===== src/rtl/dma_bus_arbiter_pkg.sv =====
// Shared SDMAC definitions for the DMA bus arbiter: tenure state encoding and
// default tuning values for bus budget, backoff and grant timeout.
package dma_bus_arbiter_pkg;

  localparam int unsigned DefMaxXfers     = 16;
  localparam int unsigned DefBackoffCycles = 4;
  localparam int unsigned DefGrantTimeout = 255;

  typedef enum logic [2:0] {
    StIdle,
    StRequest,
    StAcquire,
    StOwned,
    StRelease,
    StBackoff
  } arb_state_e;

endpackage


===== src/rtl/dma_bus_arbiter.sv =====
// 68030 bus-request/grant/acknowledge arbiter for the SDMAC: obtains the bus for DMA,
// bounds each tenure by a cycle budget and backs off after a budget-forced release.
module dma_bus_arbiter
  import dma_bus_arbiter_pkg::*;
#(
  parameter int unsigned MAX_XFERS      = DefMaxXfers,
  parameter int unsigned BACKOFF_CYCLES = DefBackoffCycles,
  parameter int unsigned GRANT_TIMEOUT  = DefGrantTimeout
) (
  input  logic       CLK,
  input  logic       nRST,
  input  logic       DMAREQ,
  input  logic       BGRANT_,
  input  logic       BGACK_IN_,
  input  logic       AS_,
  input  logic       CYCLEDONE,
  output logic       BR_,
  output logic       BGACK_,
  output logic       OWN,
  output logic [7:0] XFER_CNT,
  output logic       TIMEOUT_ERR
);

  arb_state_e state_q, state_d;
  logic [7:0] wait_q, wait_d;
  logic [3:0] backoff_q, backoff_d;
  logic [7:0] xfer_q, xfer_d;
  logic       exhausted_q, exhausted_d;
  logic       br_q, br_d;
  logic       bgack_q, bgack_d;
  logic       own_q, own_d;
  logic       timeout_q, timeout_d;
  logic [8:0] xfer_inc;

  always_comb begin
    state_d     = state_q;
    wait_d      = wait_q;
    backoff_d   = backoff_q;
    xfer_d      = xfer_q;
    exhausted_d = exhausted_q;
    timeout_d   = 1'b0;
    xfer_inc    = {1'b0, xfer_q} + 9'd1;

    unique case (state_q)
      StIdle: begin
        if (DMAREQ) begin
          state_d = StRequest;
          wait_d  = '0;
        end
      end
      StRequest: begin
        wait_d = wait_q + 8'd1;
        if (!BGRANT_) begin
          state_d = StAcquire;
        end else if (!DMAREQ) begin
          state_d = StIdle;
        end else if (32'(wait_d) == GRANT_TIMEOUT) begin
          state_d   = StIdle;
          timeout_d = 1'b1;
        end
      end
      StAcquire: begin
        // A withdrawn grant restarts the request with a fresh timeout window.
        if (BGRANT_) begin
          state_d = StRequest;
          wait_d  = '0;
        end else if (AS_ && BGACK_IN_) begin
          state_d     = StOwned;
          xfer_d      = '0;
          exhausted_d = 1'b0;
        end
      end
      StOwned: begin
        // Release decisions are taken only on a cycle boundary.
        if (CYCLEDONE) begin
          xfer_d      = xfer_inc[8] ? 8'hff : xfer_inc[7:0];
          exhausted_d = (32'(xfer_inc) == MAX_XFERS);
          if (!DMAREQ || exhausted_d) begin
            state_d = StRelease;
          end
        end
      end
      StRelease: begin
        if (exhausted_q) begin
          state_d   = StBackoff;
          backoff_d = '0;
        end else begin
          state_d = StIdle;
        end
      end
      StBackoff: begin
        backoff_d = backoff_q + 4'd1;
        if (32'(backoff_d) == BACKOFF_CYCLES) begin
          state_d = StIdle;
        end
      end
      default: state_d = StIdle;
    endcase

    // Outputs are registered copies of the decode of the next state.
    br_d    = !(state_d inside {StRequest, StAcquire});
    bgack_d = !(state_d inside {StOwned, StRelease});
    own_d   = (state_d == StOwned);
  end

  always_ff @(posedge CLK) begin
    if (!nRST) begin
      state_q     <= StIdle;
      wait_q      <= '0;
      backoff_q   <= '0;
      xfer_q      <= '0;
      exhausted_q <= 1'b0;
      br_q        <= 1'b1;
      bgack_q     <= 1'b1;
      own_q       <= 1'b0;
      timeout_q   <= 1'b0;
    end else begin
      state_q     <= state_d;
      wait_q      <= wait_d;
      backoff_q   <= backoff_d;
      xfer_q      <= xfer_d;
      exhausted_q <= exhausted_d;
      br_q        <= br_d;
      bgack_q     <= bgack_d;
      own_q       <= own_d;
      timeout_q   <= timeout_d;
    end
  end

  assign BR_         = br_q;
  assign BGACK_      = bgack_q;
  assign OWN         = own_q;
  assign XFER_CNT    = xfer_q;
  assign TIMEOUT_ERR = timeout_q;

endmodule


===== config.mk =====
export PLATFORM = sky130hd
export DESIGN_NAME = dma_bus_arbiter
export DESIGN_NICKNAME = d
export VERILOG_FILES = /design/src/rtl/dma_bus_arbiter_pkg.sv /design/src/rtl/dma_bus_arbiter.sv
export SDC_FILE = /design/constraint.sdc
export NUM_CORES = 1
export LEC_CHECK = 0
export BUFFER_PORTS_ARGS = -buffer_cell sky130_fd_sc_hd__buf_2
export CAP_MARGIN = 40
export CORE_UTILIZATION = 47
export CTS_CLUSTER_SIZE = 24
export DETAILED_ROUTE_END_ITERATION = 8
export GPL_TIMING_DRIVEN = 0
export PLACE_DENSITY = 0.67
export SLEW_MARGIN = 5
export SYNTH_ARGS = -nofsm -noshare
export SYNTH_HDL_FRONTEND = slang
export SYNTH_SLANG_ARGS = --single-unit

===== constraint.sdc =====
create_clock -name CLK -period 4.9 [get_ports CLK]
set_input_delay 0.49 -clock CLK [delete_from_list [all_inputs] [get_ports CLK]]
set_output_delay 0.49 -clock CLK [all_outputs]
set_load 0.02 [all_outputs]

==> summary.txt, run 1 <==
Status
  • Outcome: finished, final reports clean

Drt
  • WL per Instance: 13.10 um
  • Drt first-iter violations: 121
  • DRT Wirelength: 3510 um
  • Via Count: 1517
  • First-pass DRT Iterations: 4
  • Post-route antenna net violation count: 0
  • Vias per Instance: 5.660
  • DRC: 0

Yosys
  • Synth Register Bits: 28
  • Yosys Warn Count: 0
  • Top cells by area, synth: dfxtp_1, a21oi_1, nor2_1
  • Commonest cells in the synthesized netlist: dfxtp_1, nor2_1, a21oi_1
  • Synth Flop Type: dfxtp_1
  • Post-synthesis net count: 214
  • Cell with the most instances after synthesis: dfxtp_1
  • Number of synthesized flops with an enable pin: 0
  • Count of cell types in the netlist: 46
  • Post-Syn Area per Cell: 7.835 sq um
  • Synth top area share: 35.42%
  • Cells after synthesis: 202
  • FFs w/ async S/R, synth: 0%
  • Mapped cell area: 1583 sq um
  • Synth area leader: dfxtp_1
  • Post-synthesis sequential area ratio: 35.42%

Worst setup path
  • CP startpoint: XFER_CNT[0]
  • CP Class: reg2reg
  • Buf+Inv Stages, Crit Path: 0
  • Critical path, cell by cell: ha_1 -> o41ai_1 -> nand4_1 -> a31oi_1 -> a21oi_1
  • Worst setup EP type: flip-flop
  • Reg2reg end: state_q[0]
  • Crit path depth: 5
  • Crit path max-delay family: compound AO/OA/AOI/OAI gates
  • Slowest library cell on the worst path: o41ai_1
  • Worst-path fanout max: 9
  • Max incr delay on CP: 0.51 ns
  • Critical path required time: 5.12 ns
  • Startpoint Class: flip-flop
  • Crit Reg-Reg Startpoint: XFER_CNT[0]
  • R2R setup slack: 2.94 ns
  • End of the critical path: state_q[0]
  • Crit path DAT: 2.18 ns
  • Reg2Reg Depth: 5

Die
  • Die area: 3604 sq um
  • Site Rows: 20
  • Num ports: 19
  • Initial Utilization: 50.60%
  • Core ar.: 3128 sq um
  • Die width: 60.03 um
  • Die H: 60.03 um

Global route
  • Vias in the first global route: 1366
  • Total track usage: 22.09%
  • First-pass GRT wire length: 5989 um
  • Largest net degree at the start of global routing: 17
  • Initial antenna violation count: 0
  • GR Overflow Total: 0

Clock network
  • Clk sinks: 28
  • Clock buffer depth: 2
  • Cts repair resizes: 0
  • Root Buffer: clkbuf_4
  • Setup Buffers After CTS: 0
  • Clock Latency Late Sink: 0.33 ns
  • Num CTS Buffers: 3
  • CTS tree: done
  • Clk slew on worst S/H paths: 0.15 ns
  • Post-cts hold buffer count: 0
  • H-tree depth: 1

Place
  • Pre-CTS setup slack: 3.002 ns
  • Buffers on Ports: 18
  • DP HPWL: 2579 um
  • Placed cell count: 264
  • Final GP Congestion: 0.8809

Timing
  • Tmin final: 1.965 ns
  • Final worst setup slack: 2.935 ns
  • RSZ-0062 raised after global routing: no
  • # setup viols final: 0
  • Actual slew at the worst max-slew pin: 0.4899 ns
  • Slew headroom: 67.34%
  • Max-slew violation count: 0
  • FMAX: 508.9 MHz
  • Worst hold slack: 0.3607 ns
  • Fin crit share: 40.10%
  • Fin. Hold Viols: 0
  • Clock Skew: 0.004043 ns
  • Setup TNS Final: 0 ns

Power and ir drop
  • Switching Share: 23.68%
  • Combinational share of power: 10.9%
  • Clock share of power: 35.2%
  • Peak supply drop: 112.4 uV
  • Seq pwr share: 53.8%
  • PD cells: 244.4 nW/um^2
  • Internal: 0.3321 mW
  • P_sw: 0.1030 mW
  • P_leak: 0.7003 nW

Min path
  • Hold crit path type: in2reg

Final layout
  • Layout cells sized above 1: 15.18%
  • Final net count: 237
  • Antenna diodes: 0
  • Synth-to-Final Area Change: 12.49%
  • Post-Layout Cell Count: 268

Run
  • Max Cap Viol: 0
power by group through the flow:
stage | Combinational [mW] | Sequential, mW | Clock (mW)
2_1_floorplan | 0.0308 | 0.241 | 0
3_3_place_gp | 0.0464 | 0.239 | 0
3_5_place_dp | 0.0474 | 0.239 | 0
4_1_cts | 0.0476 | 0.234 | 0.157
5_1_grt | 0.0538 | 0.235 | 0.166
6_report | 0.0476 | 0.234 | 0.153
metal layers:
layer / part of all wire [%] / up-vias / GRT usage, %
met4: 1.8 / 0 / 10.30
met5: 0 / - / 0
li1: - / 763 / -
met1: 48 / 702 / 29.29
met2: 46 / 45 / 34.76
met3: 4.6 / 7 / 3.680
cell families after synthesis:
| kind of cell | after synthesis | share of synthesized area, % |
|---|---|---|
| compound gates | 63 | 24.67 |
| xor+xnor | 3 | 2.135 |
| fa+ha+maj | 5 | 3.953 |
| buf+inv | 12 | 3.952 |
| flops | 28 | 35.42 |
| simple gates | 91 | 29.88 |
sequential cells by signal, summed over array words and instances (netlist names):
signal	count
BGACK_	1
BR_	1
OWN	1
TIMEOUT_ERR	1
XFER_CNT	8
backoff_q	4
exhausted_q	1
state_q	3
wait_q	8
how the worst min path moves through the flow:
| stage | to | slack [ns] | start | depth (start not counted) |
|---|---|---|---|---|
| floorplan | wait_q[7] | 0.42 | wait_q[7] | 1 |
| global placement | wait_q[7] | 0.45 | wait_q[7] | 1 |
| detailed placement | wait_q[7] | 0.46 | wait_q[7] | 1 |
| CTS | BGACK_ | 0.35 | nRST | 2 |
| global route | BGACK_ | 0.36 | nRST | 2 |
| finish | BGACK_ | 0.36 | nRST | 2 |
per-stage QoR:
| stage | area, sq um | total power [mW] | util (%) |
|---|---|---|---|
| detailed placement | 1728 | 0.2866 | 55.24 |
| finish | 1780 | 0.4351 | 56.92 |
| global placement | 1728 | 0.2853 | 55.24 |
| CTS | 1780 | 0.4389 | 56.92 |
| global route | 1780 | 0.4547 | 56.92 |
| floorplan | 1583 | 0.2718 | - |
layout make-up:
cell class              instances  area [sq um]
plain buffers                   8         47.55
clock buffers                   3         22.52
clock inverters                 1         30.03
fillers                       321          1348
inverters                       4         15.01
multi-input cells             162         959.7
flip-flops and latches         28         560.5
well taps                      44         55.05
repair buffers                 18         90.09
cell usage in the layout (no fill, tap or decap), types with 4 or more instances in the layout:
cell type	n
inv_1	4
nand2_1	20
nor2_1	27
nand3_1	7
ha_1	5
dfxtp_1	28
o21ai_0	18
clkbuf_1	4
a21oi_1	26
buf_2	20
nor3_1	5
nand3b_1	4
(Power assumes the default switching activity.)
==> run 2, diff against run 1 <==
Settings changed: PLACE_DENSITY 0.67 to 0.69.
Clock period 4.9 ns to 1.7 ns, I/O delays scaled along.
==> run 2 against run 1 <==
- the flow now finishes with violations (setup timing)
- largest cell class unchanged
- global-route usage up 1.9 points
- sequential power rose to 2.9 times the previous value
- via count up 1.7%
- cell area up 9.9%
- combinational power rose to 3.3 times the previous value
- utilization up 5.6 points
- non-clock buffer count up 6
==> summary.txt, run 2 (same netlist as run 1, synthesis figures left out) <==
Min path
  • Hold path start: nRST (unchanged)
  • WHS Path Cells: 2 (unchanged)
  • Worst hold endpoint: BGACK_ (unchanged)
  • Hold crit path type: in2reg (unchanged)

Place
  • Final GP Congestion: 0.9148 (was 0.8809)
  • DP HPWL: 2692 um (was 2579 um)
  • Buffers on Ports: 18 (unchanged)
  • Placed inst area: 1750 sq um (was 1728 sq um)

Power and ir drop
  • PD cells: 651.4 nW/um^2 (was 244.4 nW/um^2)
  • Peak supply drop: 309.5 uV (was 112.4 uV)
  • Pwr Total: 1.275 mW (was 0.4351 mW)
  • P_leak: 0.7483 nW (was 0.7003 nW)

Drt
  • Vias per Instance: 5.631 (was 5.660)
  • DRC: 0 (unchanged)
  • DRT Wirelength: 3801 um (was 3510 um)
  • Post-route antenna net violation count: 0 (unchanged)
  • Via Count: 1543 (was 1517)
  • Drt first-iter violations: 73 (was 121)
  • WL per Instance: 13.87 um (was 13.10 um)
  • First-pass DRT Iterations: 4 (unchanged)

Final layout
  • Layout cells sized above 1: 27.83% (was 15.18%)
  • Most common cell after layout, fill and taps aside: a21oi_1 (was dfxtp_1)
  • Antenna diodes: 0 (unchanged)
  • Most frequent cells in the layout: a21oi_1, nor2_1, nand2_1 (was dfxtp_1, nor2_1, a21oi_1)
  • Synth-to-Final Area Change: 23.64% (was 12.49%)
  • Final net count: 243 (was 237)
  • Final instance area: 1957 sq um (was 1780 sq um)

Clock network
  • Num CTS Buffers: 3 (unchanged)
  • Clock buffer depth: 2 (unchanged)
  • Root Buffer: clkbuf_4 (unchanged)
  • Clk sinks: 28 (unchanged)
  • Clock Latency Late Sink: 0.34 ns (was 0.33 ns)
  • H-tree depth: 1 (unchanged)
  • CTS tree: done (unchanged)
  • Clk slew on worst S/H paths: 0.16 ns (was 0.15 ns)

Global route
  • Vias in the first global route: 1426 (was 1366)
  • Initial antenna violation count: 0 (unchanged)
  • First-pass GRT wire length: 6486 um (was 5989 um)
  • Total track usage: 23.94% (was 22.09%)
  • Largest net degree at the start of global routing: 17 (unchanged)
  • GR Overflow Total: 0 (unchanged)

Status
  • Failing checks: setup timing
  • Outcome: finished, violations left (was finished, final reports clean)

Die
  • Die area: 3604 sq um (unchanged)
  • Site Rows: 20 (unchanged)
  • Num ports: 19 (unchanged)
  • Die H: 60.03 um (unchanged)
  • Die width: 60.03 um (unchanged)
  • Initial Utilization: 50.60% (unchanged)
  • Core ar.: 3128 sq um (unchanged)

Timing
  • # setup viols final: 1 (was 0)
  • Slew headroom: 64.60% (was 67.34%)
  • Fin. Hold Viols: 0 (unchanged)
  • Max-slew violation count: 0 (unchanged)
  • Final worst setup slack: -0.001482 ns (was 2.935 ns)
  • FMAX: 587.7 MHz (was 508.9 MHz)
  • Actual slew at the worst max-slew pin: 0.5310 ns (was 0.4899 ns)
  • Clock Skew: 0.01003 ns (was 0.004043 ns)
  • Fin crit share: 100.1% (was 40.10%)
  • Tmin final: 1.701 ns (was 1.965 ns)
  • RSZ-0062 raised after global routing: yes (was no)

Worst setup path
  • Worst setup EP type: flip-flop (unchanged)
  • Reg2Reg Depth: 7 (was 5)
  • Crit path DAT: 1.95 ns (was 2.18 ns)
  • CP Class: reg2reg (unchanged)
  • Reg2reg end: BR_ (was state_q[0])
  • Critical path, cell by cell: buf_6 -> and3_4 -> nand3_4 -> xor2_2 -> a2111oi_4 -> o21a_1 -> a2111o_1 (was ha_1 -> o41ai_1 -> nand4_1 -> a31oi_1 -> a21oi_1)
  • Buf+Inv Stages, Crit Path: 1 (was 0)
  • Crit path max-delay family: compound AO/OA/AOI/OAI gates (unchanged)
  • R2R setup slack: -0.001 ns (was 2.94 ns)
  • Critical path required time: 1.95 ns (was 5.12 ns)
  • Slowest library cell on the worst path: dfxtp_4 (was o41ai_1)
  • Startpoint Class: flip-flop (unchanged)
  • Max incr delay on CP: 0.40 ns (was 0.51 ns)
  • Worst-path fanout max: 4 (was 9)
  • Crit Reg-Reg Startpoint: wait_q[1] (was XFER_CNT[0])

Run
  • Max Cap Viol: 0 (unchanged)
[run 2: worst max path at each step]
stage	from	depth (start not counted)	end
finish	wait_q[1]	7	BR_
global route	state_q[0]	6	BR_
CTS	wait_q[0]	7	BR_
detailed placement	wait_q[1]	7	BR_
global placement	wait_q[1]	7	BR_
floorplan	wait_q[1]	7	BR_
[run 2: area by class of cell]
cell class | count | area [sq um]
Fill cell | 288 | 1171
Multi-Input combinational cell | 162 | 1062
Sequential cell | 28 | 580.6
Timing Repair Buffer | 24 | 138.9
Tap cell | 44 | 55.05
Buffer | 8 | 52.55
Clock inverter | 1 | 30.03
Clock buffer | 3 | 22.52
Inverter | 4 | 15.01
[run 2: what timing repair did]
item / in CTS / in global routing
gates cloned: 0 / 0
pin swaps: 3 / 4
setup endpoints to repair: 12 / 14
setup buffers: 3 / 3
resized for setup: 9 / 24
hold buffers: 0 / 0
[run 2: routing by layer]
metal | global-route usage (%) | share of wire [%] | up-vias
li1 | - | - | 778
met1 | 32.19 | 47 | 717
met2 | 38.57 | 48 | 43
met3 | 3.247 | 4.1 | 5
met4 | 9.302 | 1.3 | 0
met5 | 0 | 0 | -
[run 2: stage by stage]
step                cells  util, %   TNS (ns)  setup slack (ns)  hold slack, ns
floorplan             202        -          0          0.009127          0.2319
global route          274    62.56   -0.07968          -0.06421         0.04542
detailed placement    264    55.96    -0.4619           -0.1251          0.4096
global placement      264    55.96    -0.3258          -0.07547          0.3985
finish                274    62.56  -0.001482         -0.001482         0.04764
CTS                   271    59.44   -0.01970          -0.01970         0.04833
[run 2: worst register-to-register path, stage by stage (launching register included)]
cell and delay (ns):
dfxtp_4 0.40, buf_6 0.10, and3_4 0.20, nand3_4 0.09
xor2_2 0.18, a2111oi_4 0.07, o21a_1 0.20, a2111o_1 0.37
[run 2: power breakdown]
part,internal [mW],switching [mW]
clock,0.239,0.207
sequential,0.664,0.00717
combinational,0.0610,0.0966
total,0.964,0.311
